--- config.mk ---
export PLATFORM = sky130hd
export DESIGN_NAME = tablet_fill_ctrl_flat
export DESIGN_NICKNAME = d
export VERILOG_FILES = /design/src/rtl/tablet_fill_ctrl_if.sv /design/src/rtl/tablet_fill_ctrl.sv /design/src/flat_wrapper.sv
export SDC_FILE = /design/constraint.sdc
export NUM_CORES = 1
export LEC_CHECK = 0
export ABC_AREA = 1
export CORE_ASPECT_RATIO = 1.2
export CORE_MARGIN = 8
export CORE_UTILIZATION = 48
export DETAILED_ROUTE_END_ITERATION = 8
export GPL_ROUTABILITY_DRIVEN = 0
export PLACE_DENSITY_LB_ADDON = 0.1
export SLEW_MARGIN = 40
export SYNTH_ARGS = -nofsm -noshare
export SYNTH_HDL_FRONTEND = slang
export SYNTH_SLANG_ARGS = --single-unit
--- constraint.sdc ---
create_clock -name clk -period 8.1 [get_ports clk]
set_input_delay 2.43 -clock clk [delete_from_list [all_inputs] [get_ports clk]]
set_output_delay 2.43 -clock clk [all_outputs]
set_load 0.02 [all_outputs]
--- src/rtl/tablet_fill_ctrl_if.sv ---
// Operator keys, tablet sensor and display/actuator outputs of the tablet fill controller.
// slave  : controller side (keys and sensor in, counts/status out).
// master : panel/bench side (drives keys and sensor, observes outputs).
interface tablet_fill_ctrl_if #(
  parameter int CNT_W = 32
);
  logic             key_set_i;
  logic             key_start_i;
  logic             key_left_i;
  logic             key_inc_i;
  logic             tablet_in_i;
  logic [CNT_W-1:0] tablet_cnt_o;
  logic [CNT_W-1:0] bottle_cnt_o;
  logic [2:0]       pos_o;
  logic             set_mod_o;
  logic             motor_on_o;
  logic             valve_open_o;
  logic             done_o;

  modport slave (
    input  key_set_i, key_start_i, key_left_i, key_inc_i, tablet_in_i,
    output tablet_cnt_o, bottle_cnt_o, pos_o, set_mod_o,
           motor_on_o, valve_open_o, done_o
  );

  modport master (
    output key_set_i, key_start_i, key_left_i, key_inc_i, tablet_in_i,
    input  tablet_cnt_o, bottle_cnt_o, pos_o, set_mod_o,
           motor_on_o, valve_open_o, done_o
  );
endinterface

--- src/rtl/tablet_fill_ctrl.sv ---
// Tablet filling sequencer: BCD targets, tablet/bottle counting, bottle-change dwell.
// Latency: outputs register 1 clk after a key; tablet_in edge reaches the counts in 3 clk.
// Backpressure: none; keys outside their listed states and sensor pulses outside RUN are dropped.
// Ports:
//   clk, rst_n        clock, asynchronous active-low reset
//   bus (slave)       key_set/start/left/inc pulses, raw tablet_in,
//                     tablet_cnt/bottle_cnt/pos/set_mod/motor_on/valve_open/done outputs
module tablet_fill_ctrl #(
  parameter int CNT_W   = 32,
  parameter int GAP_CYC = 50_000_000
) (
  input  logic               clk,
  input  logic               rst_n,
  tablet_fill_ctrl_if.slave  bus
);

  typedef enum logic [2:0] {
    ST_IDLE   = 3'd0,
    ST_SET    = 3'd1,
    ST_RUN    = 3'd2,
    ST_CHANGE = 3'd3,
    ST_PAUSE  = 3'd4,
    ST_DONE   = 3'd5
  } state_t;

  localparam int             GAP_W    = (GAP_CYC > 1) ? $clog2(GAP_CYC) : 1;
  localparam logic [GAP_W-1:0] GAP_LAST = GAP_W'(GAP_CYC - 1);

  // Three BCD digits packed as {hundreds, tens, units}.
  function automatic logic [9:0] bcd3_to_bin(input logic [11:0] d);
    return 10'(d[11:8]) * 10'd100 + 10'(d[7:4]) * 10'd10 + 10'(d[3:0]);
  endfunction

  function automatic logic [3:0] digit_inc(input logic [3:0] d);
    return (d >= 4'd9) ? 4'd0 : d + 4'd1;
  endfunction

  // Cursor walks the six editable digits; 3 and 7 are gaps between the two fields.
  function automatic logic [2:0] pos_next(input logic [2:0] p);
    logic [2:0] n;
    case (p)
      3'd0:    n = 3'd1;
      3'd1:    n = 3'd2;
      3'd2:    n = 3'd4;
      3'd4:    n = 3'd5;
      3'd5:    n = 3'd6;
      default: n = 3'd0;
    endcase
    return n;
  endfunction

  state_t           state_q, state_d;
  logic [2:0]       pos_q, pos_d;
  logic [11:0]      tgt_tab_q, tgt_tab_d;
  logic [11:0]      tgt_bot_q, tgt_bot_d;
  logic [9:0]       tab_cnt_q, tab_cnt_d;
  logic [9:0]       bot_cnt_q, bot_cnt_d;
  logic [GAP_W-1:0] gap_q, gap_d;

  logic             tin_meta_q, tin_sync_q, tin_prev_q;
  logic             tab_pulse;

  logic [CNT_W-1:0] tab_out_q, bot_out_q;
  logic             set_mod_q, motor_q, valve_q, done_q;

  logic [9:0]       tab_tgt_val, bot_tgt_val;
  logic [9:0]       tab_cnt_inc, bot_cnt_inc;
  logic             bottle_full, batch_full;

  assign tab_pulse   = tin_sync_q & ~tin_prev_q;
  assign tab_tgt_val = bcd3_to_bin(tgt_tab_q);
  assign bot_tgt_val = bcd3_to_bin(tgt_bot_q);
  assign tab_cnt_inc = tab_cnt_q + 10'd1;
  assign bot_cnt_inc = bot_cnt_q + 10'd1;
  assign bottle_full = (tab_cnt_inc == tab_tgt_val);
  assign batch_full  = bottle_full && (bot_cnt_inc == bot_tgt_val);

  always_comb begin
    state_d   = state_q;
    pos_d     = pos_q;
    tgt_tab_d = tgt_tab_q;
    tgt_bot_d = tgt_bot_q;
    tab_cnt_d = tab_cnt_q;
    bot_cnt_d = bot_cnt_q;
    gap_d     = gap_q;

    case (state_q)
      ST_IDLE: begin
        if (bus.key_set_i) begin
          state_d = ST_SET;
          pos_d   = 3'd0;
        end else if (bus.key_start_i && tab_tgt_val != 10'd0 && bot_tgt_val != 10'd0) begin
          state_d   = ST_RUN;
          tab_cnt_d = '0;
          bot_cnt_d = '0;
        end
      end

      ST_SET: begin
        if (bus.key_set_i) begin
          state_d = ST_IDLE;
        end else if (bus.key_left_i) begin
          pos_d = pos_next(pos_q);
        end else if (bus.key_inc_i) begin
          case (pos_q)
            3'd0:    tgt_tab_d[3:0]  = digit_inc(tgt_tab_q[3:0]);
            3'd1:    tgt_tab_d[7:4]  = digit_inc(tgt_tab_q[7:4]);
            3'd2:    tgt_tab_d[11:8] = digit_inc(tgt_tab_q[11:8]);
            3'd4:    tgt_bot_d[3:0]  = digit_inc(tgt_bot_q[3:0]);
            3'd5:    tgt_bot_d[7:4]  = digit_inc(tgt_bot_q[7:4]);
            3'd6:    tgt_bot_d[11:8] = digit_inc(tgt_bot_q[11:8]);
            default: ;
          endcase
        end
      end

      ST_RUN: begin
        if (tab_pulse) begin
          if (bottle_full) begin
            tab_cnt_d = '0;
            bot_cnt_d = bot_cnt_inc;
          end else begin
            tab_cnt_d = tab_cnt_inc;
          end
        end
        // The pulse is counted first; a completed batch outranks a pause
        // request so the machine never sits paused with nothing left to fill.
        if (tab_pulse && batch_full) begin
          state_d = ST_DONE;
        end else if (bus.key_start_i) begin
          state_d = ST_PAUSE;
        end else if (tab_pulse && bottle_full) begin
          state_d = ST_CHANGE;
          gap_d   = '0;
        end
      end

      ST_CHANGE: begin
        if (gap_q == GAP_LAST) begin
          state_d = ST_RUN;
          gap_d   = '0;
        end else begin
          gap_d = gap_q + 1'b1;
        end
      end

      ST_PAUSE: begin
        if (bus.key_set_i) begin
          state_d   = ST_IDLE;
          tab_cnt_d = '0;
          bot_cnt_d = '0;
        end else if (bus.key_start_i) begin
          state_d = ST_RUN;
        end
      end

      ST_DONE: begin
        if (bus.key_set_i) begin
          state_d = ST_SET;
        end else if (bus.key_start_i) begin
          state_d   = ST_RUN;
          tab_cnt_d = '0;
          bot_cnt_d = '0;
        end
      end

      default: state_d = ST_IDLE;
    endcase
  end

  // State and display outputs are both taken from next-state values so
  // every output lands on the same edge as the state change that causes it.
  always_ff @(posedge clk or negedge rst_n) begin
    if (!rst_n) begin
      state_q    <= ST_IDLE;
      pos_q      <= '0;
      tgt_tab_q  <= '0;
      tgt_bot_q  <= '0;
      tab_cnt_q  <= '0;
      bot_cnt_q  <= '0;
      gap_q      <= '0;
      tin_meta_q <= 1'b0;
      tin_sync_q <= 1'b0;
      tin_prev_q <= 1'b0;
      tab_out_q  <= '0;
      bot_out_q  <= '0;
      set_mod_q  <= 1'b0;
      motor_q    <= 1'b0;
      valve_q    <= 1'b0;
      done_q     <= 1'b0;
    end else begin
      state_q    <= state_d;
      pos_q      <= pos_d;
      tgt_tab_q  <= tgt_tab_d;
      tgt_bot_q  <= tgt_bot_d;
      tab_cnt_q  <= tab_cnt_d;
      bot_cnt_q  <= bot_cnt_d;
      gap_q      <= gap_d;
      tin_meta_q <= bus.tablet_in_i;
      tin_sync_q <= tin_meta_q;
      tin_prev_q <= tin_sync_q;
      tab_out_q  <= CNT_W'((state_d == ST_SET) ? bcd3_to_bin(tgt_tab_d) : tab_cnt_d);
      bot_out_q  <= CNT_W'((state_d == ST_SET) ? bcd3_to_bin(tgt_bot_d) : bot_cnt_d);
      set_mod_q  <= (state_d == ST_SET);
      motor_q    <= (state_d == ST_RUN);
      valve_q    <= (state_d == ST_RUN);
      done_q     <= (state_d == ST_DONE);
    end
  end

  assign bus.tablet_cnt_o = tab_out_q;
  assign bus.bottle_cnt_o = bot_out_q;
  assign bus.pos_o        = pos_q;
  assign bus.set_mod_o    = set_mod_q;
  assign bus.motor_on_o   = motor_q;
  assign bus.valve_open_o = valve_q;
  assign bus.done_o       = done_q;

endmodule

--- src/flat_wrapper.sv ---
// flat-port wrapper written by rule: the top's interface ports become plain ports
module tablet_fill_ctrl_flat 
#(
  parameter int CNT_W   = 32,
  parameter int GAP_CYC = 50_000_000
)
  (clk, rst_n, bus_key_set_i, bus_key_start_i, bus_key_left_i, bus_key_inc_i, bus_tablet_in_i, bus_tablet_cnt_o, bus_bottle_cnt_o, bus_pos_o, bus_set_mod_o, bus_motor_on_o, bus_valve_open_o, bus_done_o);
  tablet_fill_ctrl_if #(.CNT_W(CNT_W)) bus_i ();
  input  logic clk;
  input  logic rst_n;
  input wire logic [$bits(bus_i.key_set_i)-1:0] bus_key_set_i;
  input wire logic [$bits(bus_i.key_start_i)-1:0] bus_key_start_i;
  input wire logic [$bits(bus_i.key_left_i)-1:0] bus_key_left_i;
  input wire logic [$bits(bus_i.key_inc_i)-1:0] bus_key_inc_i;
  input wire logic [$bits(bus_i.tablet_in_i)-1:0] bus_tablet_in_i;
  output wire logic [$bits(bus_i.tablet_cnt_o)-1:0] bus_tablet_cnt_o;
  output wire logic [$bits(bus_i.bottle_cnt_o)-1:0] bus_bottle_cnt_o;
  output wire logic [$bits(bus_i.pos_o)-1:0] bus_pos_o;
  output wire logic [$bits(bus_i.set_mod_o)-1:0] bus_set_mod_o;
  output wire logic [$bits(bus_i.motor_on_o)-1:0] bus_motor_on_o;
  output wire logic [$bits(bus_i.valve_open_o)-1:0] bus_valve_open_o;
  output wire logic [$bits(bus_i.done_o)-1:0] bus_done_o;
  assign bus_i.key_set_i = bus_key_set_i;
  assign bus_i.key_start_i = bus_key_start_i;
  assign bus_i.key_left_i = bus_key_left_i;
  assign bus_i.key_inc_i = bus_key_inc_i;
  assign bus_i.tablet_in_i = bus_tablet_in_i;
  assign bus_tablet_cnt_o = bus_i.tablet_cnt_o;
  assign bus_bottle_cnt_o = bus_i.bottle_cnt_o;
  assign bus_pos_o = bus_i.pos_o;
  assign bus_set_mod_o = bus_i.set_mod_o;
  assign bus_motor_on_o = bus_i.motor_on_o;
  assign bus_valve_open_o = bus_i.valve_open_o;
  assign bus_done_o = bus_i.done_o;
  tablet_fill_ctrl #(.CNT_W(CNT_W), .GAP_CYC(GAP_CYC)) u_core (.clk(clk), .rst_n(rst_n), .bus(bus_i));
endmodule
Word-level counts from Yosys, hierarchy flattened
Index checks and enable logic that the tools add are counted.
W data, S select, Z words.
{ "classes": {"add_sub_neg": 17, "multipliers": 8, "order_cmp": 6, "n_eq_ne": 22, "muxes": 59, "n_bitwise": 2, "reduce_logical": 13} }
{ "op_table": {"columns": ["op", "count"], "rows": [
  ["$mux W10", 16],
  ["$mux W26", 4],
  ["$mux W12", 8],
  ["$pmux W10 S4", 2],
  ["$pmux W26 S2", 1],
  ["$mux W4", 12],
  ["$add A10 B4 Y10", 4],
  ["$add A10 B8 Y10", 4],
  ["$mux W3", 13],
  ["$mul A4 B5 Y8 const B", 4],
  ["$mul A4 B3 Y7 const B", 4],
  ["$add A26 B1 Y26 const B", 1],
  ["$eq A26 B26 Y1 const B", 1],
  ["$add A4 B1 Y4 const B", 6],
  ["$ge A4 B4 Y1 const B", 6],
  ["$add A10 B1 Y10 const B", 2],
  ["$eq A10 B10 Y1", 2],
  ["$reduce_bool A10 Y1", 2],
  ["$eq A3 B3 Y1 const B", 6],
  ["$pmux W3 S6", 1],
  ["$pmux W3 S5", 1],
  ["$eq A3 B2 Y1 const B", 4],
  ["$ne A2 B2 Y1 const B", 5],
  ["$eq A3 B1 Y1 const B", 3],
  ["other kinds (8)", 15]
]} }
{ "word_totals": {"register_bits": 146, "input_bits": 7, "output_inout_bits": 71, "elab_cells": 142} }

Logic depth before layout (Yosys ltp)
Gate-level depths: netlist (run 1).
{ "depth": {"word_depth": 11, "ltp_mapped": 28, "depth_no_buf": 28} }

Least setup slack after synthesis (run 1)
No wires, ideal clock.
{ "synth_path": {"path_type": "in2reg", "startpoint": "in bus_key_left_i", "endpoint": "reg u_core.bot_out_q[9] (netlist: u_core.bus.bottle_cnt_o[9])", "setup_ns": 0.065, "arrival_time_ns": 5.933, "t_required_ns": 8.035, "setup_slack_ns": 2.102, "stages": 22, "n_path_buf": 0, "cell_sequence": "nor3_1 > inv_1 > nor2_2 > nand2_1 > nor2_1 > nand2_1 > o21ai_0 > ha_1 > ha_1 > fa_1 > ha_1 > ha_1 > a21oi_1 > inv_1 > a21oi_1 > nor2_1 > nor2_1 > nor2_1 > nor2_1 > xor2_1 > nand3_1 > nand2_1"} }
{ "synth_between": {"elab_chain_cells": 7, "word_cells_on_any_way": 8, "classes_between": "add/sub (2); mul (2); mux (4)"} }
{ "synth_lines": {"columns": ["item", "line", "source"], "rows": [
  ["start: declaration", "flat_wrapper.sv:13", "input wire logic [$bits(bus_i.key_left_i)-1:0] bus_key_left_i;"],
  ["$mux W12", "tablet_fill_ctrl.sv:102", "end else if (bus.key_left_i) begin"],
  ["$mux W12", "tablet_fill_ctrl.sv:100", "if (bus.key_set_i) begin"],
  ["$mux W12", "tablet_fill_ctrl.sv:87", "case (state_q)"],
  ["via u_core.tgt_bot_d[7]", "tablet_fill_ctrl.sv:55", "logic [11:0] tgt_bot_q, tgt_bot_d;"],
  ["$mul A4 B3 Y7", "tablet_fill_ctrl.sv:31", "return 10'(d[11:8]) * 10'd100 + 10'(d[7:4]) * 10'd10 + 10'(d[3:0]);"],
  ["$add A10 B8 Y10", "tablet_fill_ctrl.sv:31", null],
  ["$add A10 B4 Y10", "tablet_fill_ctrl.sv:31", null],
  ["$mux W10", "tablet_fill_ctrl.sv:203", "bot_out_q <= CNT_W'((state_d == ST_SET) ? bcd3_to_bin(tgt_bot_d) : bot_cnt_d);"],
  ["end signal: assignment", "tablet_fill_ctrl.sv:203", null],
  ["end: declaration", "tablet_fill_ctrl.sv:63", "logic [CNT_W-1:0] tab_out_q, bot_out_q;"]
]} }
The timed path passes the listed nets, and every way through them passes these cells.
A chain may end at the register's enable or synchronous reset.

Final worst setup path (run 1)
{ "layout_path": {"startpoint": "in bus_key_set_i", "endpoint": "reg u_core.bot_out_q[9] (netlist: u_core.bus.bottle_cnt_o[9])"} }
{ "layout_between": {"elab_chain_cells": 6, "word_cells_on_any_way": 17, "classes_between": "add/sub (2); mul (2); eq/ne (1); mux (12)"} }
{ "layout_lines": {"columns": ["item", "line", "source"], "rows": [
  ["start: declaration", "flat_wrapper.sv:11", "input wire logic [$bits(bus_i.key_set_i)-1:0] bus_key_set_i;"],
  ["$mux W12", "tablet_fill_ctrl.sv:100", null],
  ["$mux W12", "tablet_fill_ctrl.sv:87", null],
  ["via u_core.tgt_bot_d[7]", "tablet_fill_ctrl.sv:55", null],
  ["$mul A4 B3 Y7", "tablet_fill_ctrl.sv:31", null],
  ["$add A10 B8 Y10", "tablet_fill_ctrl.sv:31", null],
  ["$add A10 B4 Y10", "tablet_fill_ctrl.sv:31", null],
  ["$mux W10", "tablet_fill_ctrl.sv:203", null]
]} }
The timed path passes the listed nets, and every way through them passes these cells.

==> results.cfg, run 1 <==
[global_route]
grt.overflow.total = 0
grt_pass1_wl_um = 38200
antenna_found_initial = 0
grt_usage = 0.195
grt_max_degree = 55
grt_pass1_vias = 7741

[detailed_routing]
num_vias = 7800
drtPass1Iterations = 8
ant_nets = 0
wl_um = 22800
drtIter0Drc = 540
routed_via_density = 5.06
wl_per_cell_um = 14.8
drc_errors = 0

[synthesis]
syn-cell-area_sq_mm = 0.00944
synth_warnings = 0
yosysUniqueCellTypes = 48
synth_edf_count = 0
synth_flop_cell = dfrtp_1
synth_seq_cells = 102
synth_most_common_cell = nand2_1
synthTopCellsByArea = dfrtp_1 (27%), ha_1 (15%), nand2_1 (11%)
synth_area_per_cell_sq_um = 7.60
synth-seq-area-share = 0.270
synthArstFlopShare = 1.00
netlist_top_cells_count = nand2_1 (273), inv_1 (204), ha_1 (115), dfrtp_1 (102), nor2_1 (88)
yosys.area.top_type_share = 0.270
syn_inst = 1243
synth_top_area_cell = dfrtp_1

[worst_setup_path]
worst-path-buf-inv = 4
reg2reg_depth = 27
crit_cells = 24
critical_path_class = in2reg
cp-start-kind = primary input
crit_path_end_kind = register
cp_data_required_time_ns = 8.39
cp_slowest_stage_delay_ns = 0.55
worstPathMaxFanout = 6
rrSetupSlack_ns = 3.22
critical_path.cell_chain = clkdlybuf4s50_1 > nor3_1 > inv_1 > nor2_2 > buf_4 > nand2_1 > nor2_1 > nand2_1 > o21ai_0 > ha_1 > ha_1 > fa_1 > ha_1 > ha_1 > a21oi_1 > inv_1 > a21oi_1 > nor2_1 > nor2_1 > nor2_1 > nor2_1 > xor2_1 > nand3_1 > nand2_1
crit_arrival_ns = 7.05
critPathSlowestCell = clkdlybuf4s50_1
crit_family = adder cells
crit_top_cell = nor2_1

[floorplanning]
dieArea_sq_mm = 0.0244
fp.dieH_um = 170
fp.coreArea_sq_mm = 0.0194
ioPinCount = 78
start_util = 0.486
die_w_um = 144
rows = 56

[placed_design]
post_dp_cell_area_sq_mm = 0.00985
dp_hpwl_um = 18300
portBuffers = 33

[layout]
stdcell_area_sq_mm = 0.0102
antenna_cells = 0
area.growth.synth_to_final_pct = 7.54
drive_above_1_share = 0.0507
final_util = 0.523
nets = 1418

[sta]
tightest_slew_ns = 0.772
final.min_clock_period_ns = 6.76
setup_viol = 0
clock_skew_ns = 0.0108
period_share = 0.835
fmax_ghz = 0.148
rsz0062_at_grt = no
hold_viol = 0
tns_ns = 0
slew_viol_final = 0
max-slew-margin-rel = 0.485

[power]
cellPowerDensity_mw_per_mm2 = 415
vdd.ir_drop.worst_uv = 192
leakage_nw = 5.12

[clock_tree]
clock-root-buffer = clkbuf_16
clk_pin_slew_worst_paths_ns = 0.08
cts_setup_buffers = 0
cts_tree = done
cts_hold_buf = 0
cts.repair.resized = 0
cts.sinks = 102
clockBufferDepth = 2
cts_max_level = 3
numCtsBuffers = 9
insertion_delay_ns = 0.36

[run_status]
status = finished clean

[hold_path]
hold_depth = 0
hp-class = reg2reg

[flow_run]
maxCapViolCount = 0
## cells in the final DEF, fill, tap and decap left out, drive strengths merged, types with 3 or more instances in the layout
cell type | netlist | layout
buf | 55 | 6
clkinvlp | 0 | 3
clkdlybuf4s50 | 0 | 32
ha | 115 | 115
o31ai | 13 | 13
nor3 | 22 | 22
nand2 | 279 | 279
clkbuf | 4 | 9
fa | 20 | 20
nand3b | 5 | 5
xor2 | 48 | 48
nand4 | 27 | 27
nand3 | 85 | 85
a31oi | 5 | 5
o32ai | 9 | 9
xnor2 | 23 | 23
o21ai | 42 | 42
o22ai | 11 | 11
inv | 211 | 214
dfrtp | 102 | 102
nor2 | 103 | 103
or2 | 3 | 3
conb | 1 | 44
a21oi | 33 | 33
nor4 | 12 | 12
a22oi | 3 | 3
## power by group
| group | internal [mW] | switching, mW | leakage (nW) | total, mW |
|---|---|---|---|---|
| Sequential | 0.669 | 0.171 | 1.32 | 0.840 |
| Clock | 0.213 | 0.213 | 0.130 | 0.425 |
| Combinational | 1.10 | 1.84 | 3.67 | 2.94 |
| Total | 1.98 | 2.23 | 5.12 | 4.21 |
## stage by stage
stage	setup WS, ns	std cells	power, mW	hold slack (ns)
finish	1.34	1542	4.21	0.355
global route	0.992	1542	4.70	0.371
CTS	1.40	1541	4.24	0.358
detailed placement	1.03	1525	3.78	0.340
global placement	1.13	1525	3.76	0.336
floorplan	2.10	1286	3.08	0.331
## routing by layer
layer	wire length [um]	GRT usage
met3	747	0.0239
met1	10800	0.256
met4	481	0.0586
met5	0	0
met2	10700	0.328
## state kept, by name, indices dropped and copies added (netlist names)
name	cells
u_core.bot_cnt_q	10
u_core.bus.bottle_cnt_o	10
u_core.bus.done_o	1
u_core.bus.motor_on_o	1
u_core.bus.pos_o	3
u_core.bus.set_mod_o	1
u_core.bus.tablet_cnt_o	10
u_core.gap_q	26
u_core.state_q	3
u_core.tab_cnt_q	10
u_core.tgt_bot_q	12
u_core.tgt_tab_q	12
u_core.tin_meta_q	1
u_core.tin_prev_q	1
u_core.tin_sync_q	1
## final cells by class
cell class | count | area, sq um
repair buffers | 38 | 378
inverters | 212 | 796
fillers | 1963 | 9260
multi-input cells | 913 | 5820
flip-flops and latches | 102 | 2550
clock inverters | 7 | 56.3
well taps | 261 | 327
clock buffers | 9 | 225
## final timing paths
check                                   from                         end
max in group asynchronous              rst_n  u_core.bus.bottle_cnt_o[4]
min reg2reg                u_core.tin_meta_q           u_core.tin_sync_q
max reg2reg                u_core.state_q[1]  u_core.bus.bottle_cnt_o[9]
min                        u_core.tin_meta_q           u_core.tin_sync_q
max                            bus_key_set_i  u_core.bus.bottle_cnt_o[9]
min in group asynchronous              rst_n  u_core.bus.tablet_cnt_o[4]
## kinds of logic after synthesis
logic type | Yosys count | synth area share
buf+inv | 271 | 0.130
flops | 102 | 0.270
fa+ha+maj | 135 | 0.195
xor+xnor | 71 | 0.0659
simple gates | 537 | 0.255
compound gates | 126 | 0.0836
other cells | 1 | 0.000397
Power figures use the tool's default switching activity.
==> run 2, diff against run 1 <==
==> constraint.sdc (replaced) <==
create_clock -name clk -period 6.8 [get_ports clk]
set_input_delay 2.04 -clock clk [delete_from_list [all_inputs] [get_ports clk]]
set_output_delay 2.04 -clock clk [all_outputs]
set_load 0.02 [all_outputs]
==> run 2 against run 1 <==
Sequential share of layout area down 0.080 points; final cell count up 0.26%; first-iteration DRC count down 25%; power up 19%; via count down 0.58%; clock power up 24%; wire length down 0.71%; sequential cell count unchanged; setup slack worse by 0.69 ns; register-to-register slack worse by 1.2 ns; global-route usage down 0.057 points; non-clock buffer count up 4; critical path type unchanged; critical endpoint unchanged; highest routed layer unchanged.
==> results.cfg, run 2 (synthesis results as in run 1) <==
[placed_design]
dp_hpwl_um = 18200
portBuffers = 33

[global_route]
antenna_found_initial = 0
grt_pass1_wl_um = 37900
grt.overflow.total = 0
grt_usage = 0.195
grt_pass1_vias = 7637
grt_max_degree = 53

[sta]
tightest_slew_ns = 0.770
period_share = 0.904
clock_skew_ns = 0.0113
fmax_ghz = 0.163
rsz0062_at_grt = no
max-slew-margin-rel = 0.486
hold_viol = 0
setup_viol = 0
final.min_clock_period_ns = 6.15
slew_viol_final = 0
tns_ns = 0

[flow_run]
maxCapViolCount = 0

[worst_setup_path]
critical_path.cell_chain = clkdlybuf4s50_1 > nor3_1 > inv_1 > nor2_2 > nand2_1 > nor2_1 > nand2_1 > o21ai_0 > ha_1 > ha_1 > fa_1 > ha_1 > ha_1 > a21oi_1 > inv_1 > a21oi_1 > nor2_1 > nor2_1 > nor2_1 > nor2_1 > xor2_1 > nand3_1 > nand2_1
crit_top_cell = nor2_1
rrSetupSlack_ns = 2.01
critPathSlowestCell = clkdlybuf4s50_1
cp-start-kind = primary input
crit_arrival_ns = 6.44
r2r_end = u_core.bus.bottle_cnt_o[2]
r2r_start = u_core.tgt_tab_q[8]
cp_slowest_stage_delay_ns = 0.58
critical_path_class = in2reg
reg2reg_depth = 22
worstPathMaxFanout = 6
crit_path_end_kind = register
cp_data_required_time_ns = 7.09

[detailed_routing]
drtPass1Iterations = 4
wl_per_cell_um = 14.6
wl_um = 22600
routed_via_density = 5.02
ant_nets = 0
num_vias = 7755
drc_errors = 0
drtIter0Drc = 405

[floorplanning]
fp.coreArea_sq_mm = 0.0194
fp.dieH_um = 170
start_util = 0.486
ioPinCount = 78
dieArea_sq_mm = 0.0244
rows = 56
die_w_um = 144

[clock_tree]
cts_tree = done
cts.sinks = 102
clockBufferDepth = 2
cts_max_level = 3
numCtsBuffers = 9
cts_hold_buf = 0
clock-root-buffer = clkbuf_16
cts.repair.resized = 0
clk_pin_slew_worst_paths_ns = 0.07
cts_setup_buffers = 0
insertion_delay_ns = 0.36

[power]
vdd.ir_drop.worst_uv = 209
leakage_nw = 5.13
total_power_mw = 5.00
cellPowerDensity_mw_per_mm2 = 491

[hold_path]
hp-start = u_core.tin_meta_q
hold_depth = 0
hp-class = reg2reg
min_to = u_core.tin_sync_q

[layout]
top_regs = u_core.gap_q: 26 flops, u_core.tgt_bot_q: 12 flops, u_core.tgt_tab_q: 12 flops
final_common_cell = nand2_1
top_register = u_core.gap_q
final_cell_mix = nand2_1 (273), inv_1 (204), ha_1 (115)
largest_reg_flops = 26
drive_above_1_share = 0.0537
nets = 1422
antenna_cells = 0
area.growth.synth_to_final_pct = 7.88

[run_status]
status = finished clean
run 2: cell types whose count changed in the layout (fill, tap and decap cells not counted), sizes merged:
cell / before / now
buf: 6 / 10
clkbuf: 9 / 12
clkinv: 2 / 1
clkinvlp: 3 / 4
inv: 214 / 211
run 2: report_power, final:
group          switching, mW  internal (mW)
clock network          0.246          0.279
logic                   2.16           1.31
registers              0.203          0.797
total                   2.61           2.39
run 2: how the worst max path moves through the flow:
stage          slack (ns)           start                    endpoint
5_1_grt              0.25   bus_key_set_i  u_core.bus.bottle_cnt_o[9]
3_5_place_dp         0.34   bus_key_set_i  u_core.bus.bottle_cnt_o[9]
4_1_cts              0.68   bus_key_set_i  u_core.bus.bottle_cnt_o[9]
3_3_place_gp         0.44   bus_key_set_i  u_core.bus.tablet_cnt_o[9]
6_report             0.65   bus_key_set_i  u_core.bus.bottle_cnt_o[9]
2_1_floorplan        1.19  bus_key_left_i  u_core.bus.bottle_cnt_o[9]
run 2: per-stage QoR:
| step | setup slack [ns] | hold slack, ns | instances | instance area [sq um] | util |
|---|---|---|---|---|---|
| floorplan | 1.19 | 0.331 | 1286 | 9600 | - |
| global placement | 0.435 | 0.337 | 1530 | 9890 | 0.510 |
| detailed placement | 0.343 | 0.344 | 1530 | 9890 | 0.510 |
| CTS | 0.682 | 0.361 | 1546 | 10200 | 0.525 |
| global route | 0.245 | 0.382 | 1546 | 10200 | 0.525 |
| finish | 0.651 | 0.358 | 1546 | 10200 | 0.525 |
run 2: area by class of cell:
| class | instances | area, sq um |
|---|---|---|
| inverters | 212 | 796 |
| multi-input cells | 913 | 5820 |
| flip-flops and latches | 102 | 2550 |
| well taps | 261 | 327 |
| clock inverters | 4 | 30.0 |
| fillers | 1962 | 9220 |
| clock buffers | 12 | 267 |
| repair buffers | 42 | 395 |
run 2: metal layers:
layer | track usage | vias to the layer above | share of wire
met2 | 0.321 | 131 | 0.46
met1 | 0.257 | 3598 | 0.48
met3 | 0.0284 | 24 | 0.040
li1 | - | 4002 | -
met4 | 0.0596 | 0 | 0.018
met5 | 0 | - | 0
run 2: critical path, delay by kind of cell:
| family | cells | cell delay, ns |
|---|---|---|
| xor+xnor | 1 | 0.16 |
| simple gates | 11 | 1.27 |
| fa+ha+maj | 5 | 1.68 |
| buf+inv | 3 | 0.73 |
| compound gates | 3 | 0.57 |
==> run 3, diff against run 2 <==
--- a/config.mk
+++ b/config.mk
@@ -9,6 +9,7 @@
 export CORE_ASPECT_RATIO = 1.2
 export CORE_MARGIN = 8
 export CORE_UTILIZATION = 48
+export CTS_CLUSTER_SIZE = 28
 export DETAILED_ROUTE_END_ITERATION = 8
 export GPL_ROUTABILITY_DRIVEN = 0
 export PLACE_DENSITY_LB_ADDON = 0.1
==> results of run 3 <==
The final DEF is identical to that of run 2; final timing and power are the same.
